$ cat src/rtl/da_pkg.sv
// Shared widths, tap count, pair-slot derivation and FSM state encoding for the
// distributed-arithmetic operand generator.
package da_pkg;

    localparam int DA_DATA_WIDTH_A = 16;
    localparam int DA_DATA_WIDTH_B = 16;
    localparam int DA_K            = 9;

    // Tap 0 gets its own slot; the remaining taps are folded in pairs.
    function automatic int da_pair_slots(input int k);
        return (k + 1) / 2;
    endfunction

    typedef enum logic [1:0] {
        ST_IDLE = 2'd0,
        ST_LOAD = 2'd1,
        ST_RUN  = 2'd2,
        ST_DONE = 2'd3
    } da_state_e;

endpackage

$ cat src/rtl/da_bit_transpose.sv
// Combinational transpose of N words of W bits into W bit-slices of N bits:
// slice s, bit j is bit s of word j.
module da_bit_transpose #(
    parameter int W = 16,
    parameter int N = 9
) (
    input  logic [N-1:0][W-1:0] words_i,
    output logic [W-1:0][N-1:0] slices_o
);

    for (genvar s = 0; s < W; s++) begin : g_slice
        for (genvar j = 0; j < N; j++) begin : g_word
            assign slices_o[s][j] = words_i[j][s];
        end
    end

endmodule

$ cat src/rtl/da_operand_gen.sv
// Operand generator for a distributed-arithmetic dot product: captures one A/B set,
// builds bit-sliced LUT addresses and pair sums/differences, then steps slices LSB-first.
module da_operand_gen
    import da_pkg::*;
#(
    parameter int DATA_WIDTH_A = DA_DATA_WIDTH_A,
    parameter int DATA_WIDTH_B = DA_DATA_WIDTH_B,
    parameter int K            = DA_K,
    parameter int sK           = da_pair_slots(K)
) (
    input  logic                                  clk,
    input  logic                                  rst,
    input  logic                                  in_valid,
    output logic                                  in_ready,
    input  logic [K-1:0][DATA_WIDTH_A-1:0]        A,
    input  logic [K-1:0][DATA_WIDTH_B-1:0]        B,
    input  logic                                  hold,
    output logic [DATA_WIDTH_A-1:0][K-1:0]        addr_array,
    output logic signed [sK-1:0][DATA_WIDTH_B:0]  B_A_array,
    output logic signed [sK-1:0][DATA_WIDTH_B:0]  B_M_array,
    output logic [7:0]                            t,
    output logic [DATA_WIDTH_A-1:0]               A0,
    output logic                                  gen_done,
    output logic                                  done
);

    localparam int BW  = DATA_WIDTH_B + 1;
    localparam int PAD = 2 * sK - 1;
    localparam int NB  = (K < PAD) ? K : PAD;
    localparam logic [7:0]              T_LAST  = 8'(DATA_WIDTH_A - 1);
    localparam logic [DATA_WIDTH_A-1:0] A0_MARK = DATA_WIDTH_A'(1) << (DATA_WIDTH_A - 1);

    da_state_e                        state_q, state_d;
    logic [7:0]                       t_q, t_d;
    logic [K-1:0][DATA_WIDTH_A-1:0]   a_q;
    logic [K-1:0][DATA_WIDTH_B-1:0]   b_q;
    logic [DATA_WIDTH_A-1:0][K-1:0]   addr_q, addr_d;
    logic [sK-1:0][BW-1:0]            ba_q, ba_d, bm_q, bm_d;
    logic [PAD-1:0][BW-1:0]           b_ext;
    logic                             accept;

    assign accept = (state_q == ST_IDLE) && in_valid;

    always_comb begin
        // NOTE: every variable gets a default before the case so no path infers a latch.
        state_d = state_q;
        t_d     = t_q;
        case (state_q)
            ST_IDLE: if (in_valid) state_d = ST_LOAD;
            ST_LOAD: begin
                state_d = ST_RUN;
                t_d     = '0;
            end
            ST_RUN: begin
                if (!hold) begin
                    if (t_q == T_LAST) state_d = ST_DONE;
                    else               t_d     = t_q + 8'd1;
                end
            end
            ST_DONE: state_d = ST_IDLE;
            default: state_d = ST_IDLE;
        endcase
    end

    da_bit_transpose #(
        .W (DATA_WIDTH_A),
        .N (K)
    ) u_transpose (
        .words_i  (a_q),
        .slices_o (addr_d)
    );

    // Taps beyond K-1 read as zero; one extra bit keeps sums and differences exact.
    always_comb begin
        b_ext = '0;
        for (int i = 0; i < NB; i++) begin
            b_ext[i] = {b_q[i][DATA_WIDTH_B-1], b_q[i]};
        end
        ba_d    = '0;
        bm_d    = '0;
        ba_d[0] = b_ext[0];
        for (int k = 1; k < sK; k++) begin
            ba_d[k] = b_ext[2*k-1] + b_ext[2*k];
            bm_d[k] = b_ext[2*k-1] - b_ext[2*k];
        end
    end

    // NOTE: non-blocking assignments so every register samples pre-edge values.
    always_ff @(posedge clk) begin
        if (rst) begin
            // NOTE: operand and array registers are cleared too, so arrays read zero right after reset.
            state_q <= ST_IDLE;
            t_q     <= '0;
            a_q     <= '0;
            b_q     <= '0;
            addr_q  <= '0;
            ba_q    <= '0;
            bm_q    <= '0;
        end else begin
            state_q <= state_d;
            t_q     <= t_d;
            if (accept) begin
                a_q <= A;
                b_q <= B;
            end
            if (state_q == ST_LOAD) begin
                addr_q <= addr_d;
                ba_q   <= ba_d;
                bm_q   <= bm_d;
            end
        end
    end

    assign in_ready   = (state_q == ST_IDLE);
    assign gen_done   = (state_q == ST_RUN);
    assign done       = (state_q == ST_DONE);
    assign t          = t_q;
    assign A0         = A0_MARK;
    assign addr_array = addr_q;
    assign B_A_array  = ba_q;
    assign B_M_array  = bm_q;

endmodule

$ cat config.mk
export PLATFORM = sky130hd
export DESIGN_NAME = da_operand_gen
export DESIGN_NICKNAME = d
export VERILOG_FILES = /design/src/rtl/da_pkg.sv /design/src/rtl/da_bit_transpose.sv /design/src/rtl/da_operand_gen.sv
export SDC_FILE = /design/constraint.sdc
export NUM_CORES = 1
export LEC_CHECK = 0
export CELL_PAD_IN_SITES_DETAIL_PLACEMENT = 0
export CELL_PAD_IN_SITES_GLOBAL_PLACEMENT = 1
export CORE_UTILIZATION = 37
export DETAILED_ROUTE_END_ITERATION = 16
export PLACE_DENSITY_LB_ADDON = 0.25
export SETUP_SLACK_MARGIN = 0.5
export SYNTH_ARGS = -nofsm -noshare
export SYNTH_HDL_FRONTEND = slang
export SYNTH_SLANG_ARGS = --single-unit
$ cat constraint.sdc
create_clock -name clk -period 3.15 [get_ports clk]
set_input_delay 0.63 -clock clk [delete_from_list [all_inputs] [get_ports clk]]
set_output_delay 0.63 -clock clk [all_outputs]
set_load 0.02 [all_outputs]
==> results.py <==
metrics = {
    "setup_path": {
        "crit_start": "b_ext[103]$_SDFFE_PP0P_",
        "critPathCapture": "B_A_array[64]$_SDFFE_PP0N_",
        "crit_type": "register to register",
        "cp_top_family": "compound AO/OA/AOI/OAI gates",
        "r2r_start": "b_ext[103]$_SDFFE_PP0P_",
        "start_kind": "register",
        "slowest_delay_ns": 0.49,
        "crit_required_ns": 3.65,
        "r2r_end": "B_A_array[64]$_SDFFE_PP0N_",
        "path_depth": 9,
        "r2r_cells": 9,
        "slowest_stage": "o41a_4",
        "crit_fanout": 5,
        "crit_buf_inv": 1,
        "r2r_slack_ns": 0.62,
        "crit_chain": "inv_1 -> ha_1 -> nand2b_1 -> a221oi_2 -> o41a_4 -> a31oi_4 -> a21oi_2 -> or3_1 -> a311oi_1",
        "cp.arrival_ns": 3.04,
        "end_kind": "register",
    },
    "global_route": {
        "grt_remaining_overflow": 0,
        "antenna_found_initial": 11,
        "grt_start_max_net_pins": 163,
        "grt_pass1_vias": 22070,
        "grt_pass1_wl_um": 132600,
        "grt_usage_pct": 22.95,
    },
    "floorplanning": {
        "die_area_um2": 73380,
        "start_util_pct": 37.42,
        "fp-row-count": 98,
        "dieWidth_um": 270.9,
        "die_y_um": 270.9,
        "core_area_um2": 71490,
        "ios": 633,
    },
    "clock_tree": {
        "cts_tree": "done",
        "numClockSinks": 590,
        "cts-root-buf": "clkbuf_16",
        "insertion_delay_ns": 0.62,
        "hold_buffers": 0,
        "cts.htree.levels": 3,
        "clk_pin_slew_ns": 0.06,
        "cts_made_buffers": 68,
        "clockBufferDepth": 3,
    },
    "synth": {
        "synth.ff_latch_count": 590,
        "ys_seq_area_share_pct": 44.15,
        "avgSynthCellArea_um2": 8.329,
        "synthArstFlopShare_pct": 0,
        "synth-edff-count": 0,
        "yosysUniqueCellTypes": 86,
        "yosysWarnings": 0,
        "synth_cells": 3212,
        "synth_area_um2": 26750,
        "synth_ff_type": "dfxtp_1",
    },
    "detailed_routing": {
        "ant_nets": 0,
        "drc": 0,
        "drtIter0Drc": 1415,
        "drt_pass1_iterations": 7,
        "via_per_inst": 4.912,
        "routedWlPerCell_um": 18.47,
        "wl_um": 87000,
        "vias": 23130,
    },
    "placement": {
        "post-dp-hpwl_um": 62930,
        "gp_congestion": 0.8557,
        "placed_area_um2": 33340,
        "port_buffers": 599,
    },
    "sta": {
        "fin_tns_setup_ns": 0,
        "setup_viol": 0,
        "max_slew_margin_pct": 49.08,
        "drv_slew": 0,
        "worst_pin_slew_ns": 0.7638,
        "skew_ns": 0.02209,
        "hold_viol_final": 0,
        "fin_crit_ns": 2.531,
        "fmax_mhz": 395.1,
        "min_period_over_period_pct": 80.34,
        "rsz0062_at_grt": "yes",
    },
    "power": {
        "p_int_w": 0.01902,
        "swShare_pct": 38.42,
        "power_switching_w": 0.01187,
        "seqPwrFrac_pct": 32.9,
        "peakVddDrop_v": 0.0004850,
        "power_frac_clock_pct": 25.8,
        "p_per_area_nw_per_um2": 865.4,
        "combPwrFrac_pct": 41.3,
        "power.leakage_nw": 13.80,
    },
    "final_layout": {
        "syn_to_final_growth_pct": 33.43,
        "drive_gt1_share_pct": 4.827,
        "nNetsFinal": 4134,
        "fin_area_um2": 35700,
    },
    "worst_hold_path": {
        "hold_class": "input port to register",
    },
    "status": {
        "status": "completed",
    },
    "flow_run": {
        "drv_cap": 0,
    },
}
-- power groups by stage --
stage | Clock (W) | Sequential (W) | Combinational [W]
floorplan | 0 | 0.0109 | 0.00732
global placement | 0 | 0.0103 | 0.0127
detailed placement | 0 | 0.0103 | 0.0127
CTS | 0.00819 | 0.0102 | 0.0128
global route | 0.00852 | 0.0103 | 0.0139
finish | 0.00797 | 0.0102 | 0.0128
-- worst min path at each step --
stage / to / slack, ns / startpoint / cells after the start
after floorplan: a_q[0]$_SDFFE_PP0P_ / 0.44 / a_q[0]$_SDFFE_PP0P_ / 2
after global placement: B_M_array[30]$_SDFFE_PP0N_ / 0.44 / B_M_array[30]$_SDFFE_PP0N_ / 2
after detailed placement: a_q[92]$_SDFFE_PP0P_ / 0.45 / a_q[92]$_SDFFE_PP0P_ / 2
after CTS: B_M_array[39]$_SDFFE_PP0N_ / 0.41 / rst / 2
after global routing: B_A_array[41]$_SDFFE_PP0N_ / 0.43 / rst / 2
final: B_M_array[39]$_SDFFE_PP0N_ / 0.43 / rst / 2
-- cells in the final DEF, fill, tap and decap left out, types with 20 or more instances in the layout --
cell / count
or3_1: 24
conb_1: 33
nand2b_1: 22
nor2b_1: 24
mux2i_1: 183
nor2_1: 339
dfxtp_1: 589
nand3_1: 28
inv_1: 126
xnor2_1: 42
clkbuf_16: 68
nor3_1: 37
a21oi_1: 372
o21ai_0: 47
ha_1: 130
nand2_1: 646
o21ai_1: 20
clkdlybuf4s50_1: 596
a211oi_1: 48
xor2_1: 27
-- cells in the mapped netlist, types with 6 or more instances --
cell type	n	share of area, %
mux2i_1	183	6.8
a211oi_1	48	1.3
ha_1	133	6.2
buf_2	12	0.22
nand2b_1	22	0.51
buf_1	34	0.48
o211ai_1	7	0.20
nand3_1	29	0.54
xor2_1	27	0.88
nand3b_1	6	0.17
nand2_1	647	9.1
o22ai_1	6	0.14
a311oi_1	18	0.59
a31oi_1	11	0.26
fa_1	8	0.60
a221oi_1	6	0.20
and3_1	12	0.28
o31ai_1	17	0.48
o21bai_1	18	0.51
dfxtp_1	590	44
xnor2_1	42	1.4
a21oi_1	374	7.0
a21o_1	17	0.48
inv_1	127	1.8
nor4_1	8	0.19
clkbuf_1	147	2.1
nor3_1	38	0.71
o21ai_1	21	0.39
clkbuf_8	8	0.41
nor2b_1	25	0.58
or3_1	24	0.56
nor2_1	340	4.8
o21ai_0	47	0.88
o21a_1	16	0.45
buf_4	38	1.1
-- logic make-up (layout without fill, tap and decap cells) --
| group | Yosys count | count (layout) | synth area share, % |
|---|---|---|---|
| other | 2 | 43 | 0.02807 |
| DFF | 590 | 590 | 44.15 |
| muxes | 185 | 185 | 6.931 |
| adders and majority gates | 141 | 141 | 6.819 |
| AOI/OAI and AO/OA | 670 | 670 | 15.28 |
| and+or+nand+nor | 1182 | 1182 | 18.24 |
| xor gates and xnor gates | 69 | 69 | 2.259 |
| buffers and inverters | 373 | 880 | 6.290 |
-- per-layer routing --
metal  share of wire [%]  vias to the layer above  global-route usage, %
met5               0.040                        -                      0
met4                 2.5                        6                  6.899
met3                 6.0                      109                  5.485
met2                  47                      559                  37.21
met1                  44                    10770                  30.03
li1                    -                    11690                      -
-- layout make-up --
type                    count  area, um2
multi-input cells        2280      13480
clock buffers              98       1964
clock inverters            21      285.3
inverters                 130      488.0
flip-flops and latches    590      11810
diodes                     10      25.02
fillers                  6975      35790
repair buffers            631       6455
well taps                 950       1189
-- what timing repair did --
| item | in CTS | in global routing |
|---|---|---|
| endpoints found under the setup margin | 1 | 17 |
| resized for setup | 1 | 21 |
| buffers inserted | 0 | 0 |
-- state kept, by name, summed over array words and instances, names as in the netlist --
name        count
B_A_array      84
B_M_array      64
a_q           144
addr_array    144
b_ext         144
state_q         2
t               8
-- per-stage QoR --
stage	instances	setup WS (ns)	power [W]	hold slack, ns	utilization, %
floorplan	3243	0.8544	0.01825	0.4360	-
global placement	4581	0.5094	0.02300	0.4359	46.64
detailed placement	4581	0.5336	0.02305	0.4461	46.64
CTS	4700	0.5035	0.03114	0.4079	49.79
global route	4709	0.4210	0.03278	0.4274	49.93
finish	4710	0.6192	0.03089	0.4327	49.94
(Power assumes the default switching activity.)
